--- config.mk ---
export PLATFORM = sky130hd
export DESIGN_NAME = sprite_motion_ctrl
export DESIGN_NICKNAME = d
export VERILOG_FILES = /design/src/rtl/sprite_pkg.sv /design/src/rtl/btn_sync.sv /design/src/rtl/sprite_motion_ctrl.sv
export SDC_FILE = /design/constraint.sdc
export NUM_CORES = 1
export LEC_CHECK = 0
export CORE_MARGIN = 2
export CORE_UTILIZATION = 55
export DETAILED_ROUTE_END_ITERATION = 6
export GPL_ROUTABILITY_DRIVEN = 1
export PLACE_DENSITY = 0.82
export SYNTH_ARGS = -nofsm -noshare
export SYNTH_HDL_FRONTEND = slang
export SYNTH_SLANG_ARGS = --single-unit
--- constraint.sdc ---
create_clock -name clk -period 2.41 [get_ports clk]
set_input_delay 0.723 -clock clk [delete_from_list [all_inputs] [get_ports clk]]
set_output_delay 0.723 -clock clk [all_outputs]
set_load 0.01 [all_outputs]
--- src/rtl/sprite_pkg.sv ---
// Shared types and constants for the sprite motion controller.
package sprite_pkg;

  typedef enum logic [2:0] {
    StIdle,
    StLatch,
    StMoveX,
    StMoveY,
    StDone
  } state_t;

  localparam int unsigned ScreenWDef = 640;
  localparam int unsigned ScreenHDef = 480;
  localparam int unsigned SpriteWDef = 32;
  localparam int unsigned SpriteHDef = 32;
  localparam int unsigned StepDef    = 4;
  localparam int unsigned MaxStepDef = 12;
  localparam int unsigned XInitDef   = 304;
  localparam int unsigned YInitDef   = 224;

  localparam int unsigned CoordW = 10;
  localparam int unsigned ArithW = 11;

  // Bit positions inside the 4-bit button / direction vectors.
  localparam int unsigned DirUp    = 0;
  localparam int unsigned DirDown  = 1;
  localparam int unsigned DirLeft  = 2;
  localparam int unsigned DirRight = 3;

  // One clamped move along an axis; opposing requests cancel out.
  function automatic logic [CoordW-1:0] move_axis(input logic [CoordW-1:0] pos,
                                                  input logic [ArithW-1:0] step,
                                                  input logic              dec,
                                                  input logic              inc,
                                                  input logic [ArithW-1:0] limit);
    logic [ArithW-1:0] wide;
    logic [ArithW-1:0] res;
    wide = {1'b0, pos};
    res  = wide;
    if (dec && !inc) begin
      res = (wide < step) ? '0 : wide - step;
    end else if (inc && !dec) begin
      res = (wide + step > limit) ? limit : wide + step;
    end
    return res[CoordW-1:0];
  endfunction

endpackage

--- src/rtl/btn_sync.sv ---
// Two-flop synchronizer for the asynchronous direction buttons.
module btn_sync #(
  parameter int unsigned Width = 4
) (
  input  logic             clk,
  input  logic             reset,
  input  logic [Width-1:0] btn_async,
  output logic [Width-1:0] btn_synced
);

  logic [Width-1:0] meta_q;
  logic [Width-1:0] sync_q;

  always_ff @(posedge clk) begin
    if (reset) begin
      meta_q <= '0;
      sync_q <= '0;
    end else begin
      meta_q <= btn_async;
      sync_q <= meta_q;
    end
  end

  assign btn_synced = sync_q;

endmodule

--- src/rtl/sprite_motion_ctrl.sv ---
// Applies one clamped sprite move per frame at the start of vertical blanking.
// Optional per-axis acceleration is enabled by defining SPRITE_ACCEL_EN.
import sprite_pkg::*;

module sprite_motion_ctrl #(
  parameter int unsigned SCREEN_W = ScreenWDef,
  parameter int unsigned SCREEN_H = ScreenHDef,
  parameter int unsigned SPRITE_W = SpriteWDef,
  parameter int unsigned SPRITE_H = SpriteHDef,
  parameter int unsigned STEP     = StepDef,
  parameter int unsigned MAX_STEP = MaxStepDef,
  parameter int unsigned X_INIT   = XInitDef,
  parameter int unsigned Y_INIT   = YInitDef
) (
  input  logic              clk,
  input  logic              reset,
  input  logic              v_display,
  input  logic              btn_up,
  input  logic              btn_down,
  input  logic              btn_left,
  input  logic              btn_right,
  output logic [CoordW-1:0] sprite_x,
  output logic [CoordW-1:0] sprite_y,
  output logic              update_busy,
  output logic              frame_tick
);

  localparam logic [ArithW-1:0] XMax = ArithW'(SCREEN_W - SPRITE_W);
  localparam logic [ArithW-1:0] YMax = ArithW'(SCREEN_H - SPRITE_H);
  // The base step never exceeds the ceiling, even if misconfigured.
  localparam logic [ArithW-1:0] StepBase = ArithW'((STEP > MAX_STEP) ? MAX_STEP : STEP);
  localparam logic [ArithW-1:0] StepMax  = ArithW'(MAX_STEP);

  logic [3:0]        btn_raw;
  logic [3:0]        btn_s;
  logic              v_display_q;
  logic              vb_start;
  state_t            state_q;
  logic [3:0]        dir_q;
  logic [CoordW-1:0] x_q;
  logic [CoordW-1:0] y_q;
  logic              busy_q;
  logic              tick_q;
  logic [ArithW-1:0] step_x;
  logic [ArithW-1:0] step_y;
  logic [CoordW-1:0] next_x;
  logic [CoordW-1:0] next_y;

  always_comb begin
    btn_raw           = '0;
    btn_raw[DirUp]    = btn_up;
    btn_raw[DirDown]  = btn_down;
    btn_raw[DirLeft]  = btn_left;
    btn_raw[DirRight] = btn_right;
  end

  btn_sync #(
    .Width(4)
  ) u_btn_sync (
    .clk       (clk),
    .reset     (reset),
    .btn_async (btn_raw),
    .btn_synced(btn_s)
  );

  assign vb_start = v_display_q & ~v_display;

  always_comb begin
    next_x = move_axis(x_q, step_x, dir_q[DirLeft], dir_q[DirRight], XMax);
    next_y = move_axis(y_q, step_y, dir_q[DirUp], dir_q[DirDown], YMax);
  end

  always_ff @(posedge clk) begin
    if (reset) begin
      state_q     <= StIdle;
      v_display_q <= 1'b1;
      dir_q       <= '0;
      x_q         <= CoordW'(X_INIT);
      y_q         <= CoordW'(Y_INIT);
      busy_q      <= 1'b0;
      tick_q      <= 1'b0;
    end else begin
      v_display_q <= v_display;
      tick_q      <= 1'b0;
      case (state_q)
        StIdle: begin
          if (vb_start) begin
            state_q <= StLatch;
            busy_q  <= 1'b1;
          end
        end
        StLatch: begin
          dir_q   <= btn_s;
          state_q <= StMoveX;
        end
        StMoveX: begin
          x_q     <= next_x;
          state_q <= StMoveY;
        end
        StMoveY: begin
          y_q     <= next_y;
          tick_q  <= 1'b1;
          busy_q  <= 1'b0;
          state_q <= StDone;
        end
        StDone: begin
          // Re-arm only once active video resumes, so one move per blank.
          if (v_display) begin
            state_q <= StIdle;
          end
        end
        default: begin
          state_q <= StIdle;
          busy_q  <= 1'b0;
        end
      endcase
    end
  end

`ifdef SPRITE_ACCEL_EN
  // Direction request per axis as {negative, positive}; opposing presses give 2'b00.
  logic [1:0]        x_req;
  logic [1:0]        y_req;
  logic [1:0]        x_last_q;
  logic [1:0]        y_last_q;
  logic [2:0]        x_cnt_q;
  logic [2:0]        y_cnt_q;
  logic [ArithW-1:0] x_step_q;
  logic [ArithW-1:0] y_step_q;

  assign x_req = {btn_s[DirLeft] & ~btn_s[DirRight], btn_s[DirRight] & ~btn_s[DirLeft]};
  assign y_req = {btn_s[DirUp] & ~btn_s[DirDown], btn_s[DirDown] & ~btn_s[DirUp]};

  always_ff @(posedge clk) begin
    if (reset) begin
      x_last_q <= '0;
      y_last_q <= '0;
      x_cnt_q  <= '0;
      y_cnt_q  <= '0;
      x_step_q <= StepBase;
      y_step_q <= StepBase;
    end else if (state_q == StLatch) begin
      x_last_q <= x_req;
      y_last_q <= y_req;
      if (x_req == 2'b00 || x_req != x_last_q) begin
        x_cnt_q  <= '0;
        x_step_q <= StepBase;
      end else begin
        x_cnt_q <= x_cnt_q + 3'd1;
        if (x_cnt_q == 3'd7 && x_step_q < StepMax) begin
          x_step_q <= x_step_q + 1'b1;
        end
      end
      if (y_req == 2'b00 || y_req != y_last_q) begin
        y_cnt_q  <= '0;
        y_step_q <= StepBase;
      end else begin
        y_cnt_q <= y_cnt_q + 3'd1;
        if (y_cnt_q == 3'd7 && y_step_q < StepMax) begin
          y_step_q <= y_step_q + 1'b1;
        end
      end
    end
  end

  assign step_x = x_step_q;
  assign step_y = y_step_q;
`else
  assign step_x = StepBase;
  assign step_y = StepBase;
`endif

  assign sprite_x    = x_q;
  assign sprite_y    = y_q;
  assign update_busy = busy_q;
  assign frame_tick  = tick_q;

endmodule

==> results by stage <==
Outcome:
- The flow ran to the end, and the final reports show no timing, DRC or antenna violations.

Synthesis:
- The leading register cell type out of synthesis is sky130_fd_sc_hd__dfxtp_1.
- The top cell type's share of synthesized area is 31.92%.
- Yosys mapped the design onto 53 distinct sky130hd cell types.
- After synthesis, the mean cell area works out to approximately 7.7 µm².
- The synthesis warning total is 0.
- The share of the yosys chip area belonging to registers is 31.92%.
- After synthesis, the cell types taking the most area are sky130_fd_sc_hd__dfxtp_1, sky130_fd_sc_hd__a21oi_1, sky130_fd_sc_hd__nor2_1, sky130_fd_sc_hd__ha_1, sky130_fd_sc_hd__nor2b_1.
- The cell count after synthesis is 278.
- The post-synth design cell area is 2132 µm².
- In this run, synthesis produced a sequential element count of 34.
- Counting flops with a built-in enable in the synthesized netlist gives 0.
- The async set-reset flop share out of synthesis is 0%.
- The dominant cell type by area after synthesis is sky130_fd_sc_hd__dfxtp_1.

Timing:
- The maximum clock frequency is 0.4502 GHz.
- The total count of max-transition violations in the final report is 0.
- The hold violation count in the final report was 0.
- Measured against its own limit, the worst slew margin works out to roughly 60%.
- Setup repair after global routing left no endpoint under its margin.
- Setup violations remaining at the end of the flow were counted as 0.
- The post-route setup TNS is 0 ps.
- At the pin with the least slew margin, the transition time is 595.9 ps.
- Subtracting the final worst setup slack from the clock period gives 2221 ps.
- The clock arrives with roughly 6.7 ps of skew.
- The final period utilization is between 90 and 100%.
- The worst setup margin is between 150 and 200 ps.

Global route:
- The via count of the first global-routing pass is 1,724.
- The global router's overall resource usage is 22.61%.
- The total overflow reported by the global router is 0.
- Entering global routing, the biggest net connects 36 pins.
- The initial antenna violation count is 0.
- The global-route wire length before repair is 7617 µm.

Worst setup path:
- The family with the most delay on the worst path is buffers and inverters.
- In this run the number of cells on the critical path is 1.
- The slowest stage of the critical path belongs to the cell sky130_fd_sc_hd__clkdlybuf4s50_1.
- The path depth of the worst reg2reg path is 8.
- The nature of the critical path startpoint is a register.
- The register-to-register setup slack is 280 ps.
- The highest cell delay on the worst timing path is 630 ps.
- The path type of the worst setup path is reg2out.
- Together, buffers and inverters on the worst path number 1.
- Data on the critical path is required at its endpoint by 1690 ps.
- Walking the worst path, the cells encountered are clkdlybuf4s50_1.
- Along the worst path, the maximum fanout reaches 14.
- The endpoint class of the critical path is an output port.
- Data arrives at the worst endpoint at 1500 ps.

Route:
- The routed wire length per instance is 13.58 µm.
- After detailed routing, the number of vias per cell comes to 6.155.
- In the routed design, unresolved DRC markers number 0.
- The first-pass detailed-route iteration total is 4.
- The first-iteration detailed-routing DRC count is approximately 210.
- The remaining antenna violation count is 0.
- Wires add up to ~4600 µm.
- The number of vias after detailed routing is around 2,100.

Floorplan:
- Measured along the x axis, the die boundary spans around 66 µm.
- The die is 66.26 µm tall.
- The number of I/O pins is 29.
- The cell row count is 22.
- The die covers around 4400 µm².
- For this configuration, the core starts out at a cell density of 57.80%.
- The core area is 3689 µm².

Power:
- The combinational cell fraction of total power is 8.0%.
- The maximum vdd ir drop is 0.0004401 V.
- The analysis attributes to cell leakage a power of about 0.9 nW.
- The fraction of power spent switching nets is 23.45%.
- Per report_power, the sequential group accounts for between 50 and 60% of the total.
- The clock network fraction of design power is roughly two fifths.
- In this run the power density over the cells is 450.6 nW/µm².
- Internal power comes to 0.8529 mW.
- The total power of the final layout is 1.114 mW.
- The switching power of the nets is between 0.2 and 0.3 mW.

CTS:
- Clock tree synthesis found a total of 34 sinks.
- After clock tree synthesis, the repair step resized 0 gates.
- The clock slew at the register clock pins of the worst setup and hold paths is 70 ps.
- The number of buffers inserted to repair setup after CTS is 0.
- Hold repair after CTS inserted 0 buffers.
- The total clock buffers created by CTS is 5.
- TritonCTS built the clock tree.
- The number of levels the H-tree was split into is 2.
- The later pin in the worst-skew pair is clocked with a latency of 280 ps.
- The deepest clock path buffer count is 2.
- The clock tree root driver cell is sky130_fd_sc_hd__clkbuf_8.

Final layout:
- The number of antenna diodes in the final layout is 0.
- The final standard cell area without fillers is roughly 2500 µm².
- The signed area change from the synthesized netlist to the final layout is 15.96%.
- The library cells used most frequently in the layout, excluding fill and tap cells, are sky130_fd_sc_hd__dfxtp_1, sky130_fd_sc_hd__a21oi_1, sky130_fd_sc_hd__nor2_1.
- The final net count is 306.
- The number of fill cells is ~340.
- Summing all flip-flop and latch instances after layout gives 680.7 µm².
- The total area of multi-input combinational cells is 1297 µm².
- The leading cell type in the layout, fill and taps excluded is sky130_fd_sc_hd__dfxtp_1.
- In the final layout, the share of cells above drive strength 1 is 7.483%.

Placement:
- In this run the tool buffered the top-level ports with 24 buffer cells.
- Routability-driven placement finished with a final weighted congestion of about 0.90.
- The post-detailed-placement cell area is 2381 µm².
- Timing analysis after detailed placement gives a worst setup slack of ~320 ps.
- The wire-length estimate of the detail-placed layout is 3202 µm.

Flow run:
- Max-cap violations in this run came to 0.

Hold path:
- In this run the worst hold path is classified as reg2reg.
- The number of cells on the worst hold path is 1.
-- cell families after synthesis --
family | Yosys count | synth area share [%]
AND/OR/NAND/NOR | 114 | 29.17
AO/OA/AOI/OAI | 76 | 22.71
buffers and inverters | 37 | 7.746
flip-flops | 34 | 31.92
adder cells (fa/ha/maj) | 6 | 3.521
multiplexers | 6 | 3.110
XOR/XNOR | 4 | 1.643
other | 1 | 0.1759
-- final timing paths --
kind	start	endpoint
worst max-delay path	sprite_x[7]$_SDFFE_PP0P_	sprite_x[7]
worst min-delay path	u_btn_sync.meta_q[0]$_SDFF_PP0_	u_btn_sync.btn_synced[0]$_SDFF_PP0_
worst max register to register	sprite_x[2]$_SDFFE_PP0P_	sprite_x[5]$_SDFFE_PP1P_
worst min register to register	u_btn_sync.meta_q[0]$_SDFF_PP0_	u_btn_sync.btn_synced[0]$_SDFF_PP0_
-- Yosys cell counts, types with 2 or more instances --
master	count
sky130_fd_sc_hd__or3_1	5
sky130_fd_sc_hd__a31o_2	3
sky130_fd_sc_hd__xor2_1	2
sky130_fd_sc_hd__nand2b_1	3
sky130_fd_sc_hd__a21boi_0	3
sky130_fd_sc_hd__nor2_1	25
sky130_fd_sc_hd__mux2i_1	4
sky130_fd_sc_hd__nor3_1	12
sky130_fd_sc_hd__ha_1	6
sky130_fd_sc_hd__and3_1	5
sky130_fd_sc_hd__or2_0	2
sky130_fd_sc_hd__buf_2	5
sky130_fd_sc_hd__nor3b_1	3
sky130_fd_sc_hd__clkbuf_1	14
sky130_fd_sc_hd__buf_4	5
sky130_fd_sc_hd__xnor2_1	2
sky130_fd_sc_hd__nand2_1	16
sky130_fd_sc_hd__inv_1	12
sky130_fd_sc_hd__a211oi_1	3
sky130_fd_sc_hd__a31oi_1	7
sky130_fd_sc_hd__nor2b_1	12
sky130_fd_sc_hd__a21o_1	2
sky130_fd_sc_hd__a41oi_1	2
sky130_fd_sc_hd__a21oi_1	26
sky130_fd_sc_hd__nand3_1	9
sky130_fd_sc_hd__dfxtp_1	34
sky130_fd_sc_hd__o21bai_1	2
sky130_fd_sc_hd__nand4_1	7
sky130_fd_sc_hd__o31ai_1	6
sky130_fd_sc_hd__o21ai_0	12
sky130_fd_sc_hd__o22ai_1	3
sky130_fd_sc_hd__nor4_1	5
-- power groups by stage --
stage | Sequential, mW | Clock [mW] | Combinational [mW]
final | 0.595 | 0.429 | 0.0895
after global routing | 0.597 | 0.465 | 0.0993
after CTS | 0.595 | 0.440 | 0.0903
after detailed placement | 0.608 | 0 | 0.0899
after global placement | 0.607 | 0 | 0.0875
after floorplan | 0.605 | 0 | 0.0641
-- metrics by stage --
stage	cells	hold WS, ps	util, %
after floorplan	281	413.8	-
after global placement	334	416.8	64.55
after detailed placement	334	423.9	64.55
after CTS	342	438.9	67.03
after global routing	342	460.0	67.03
final	342	437.5	67.03
-- cell type report --
class	count	share of cell area [%]
Sequential cell	34	27.53
Timing Repair Buffer	30	12.04
Tap cell	48	2.429
Clock inverter	1	0.2024
Inverter	12	1.822
Clock buffer	7	3.492
Multi-Input combinational cell	210	52.48
-- routing by layer --
metal	up-vias	GRT usage, %	wire (µm)
met3	14	3.066	350
met4	0	11.22	127
met5	-	0	0
met2	93	35.50	2107
li1	1031	-	-
met1	967	30.22	2060
-- flip-flops by register name, summed over array words and instances, names as in the netlist --
signal / cells
sprite_y: 8
dir_q: 4
sprite_x: 8
u_btn_sync.btn_synced: 4
u_btn_sync.meta_q: 4
v_display_q: 1
frame_tick: 1
state_q: 3
update_busy: 1
No activity file was read; power rests on OpenSTA's default activity.
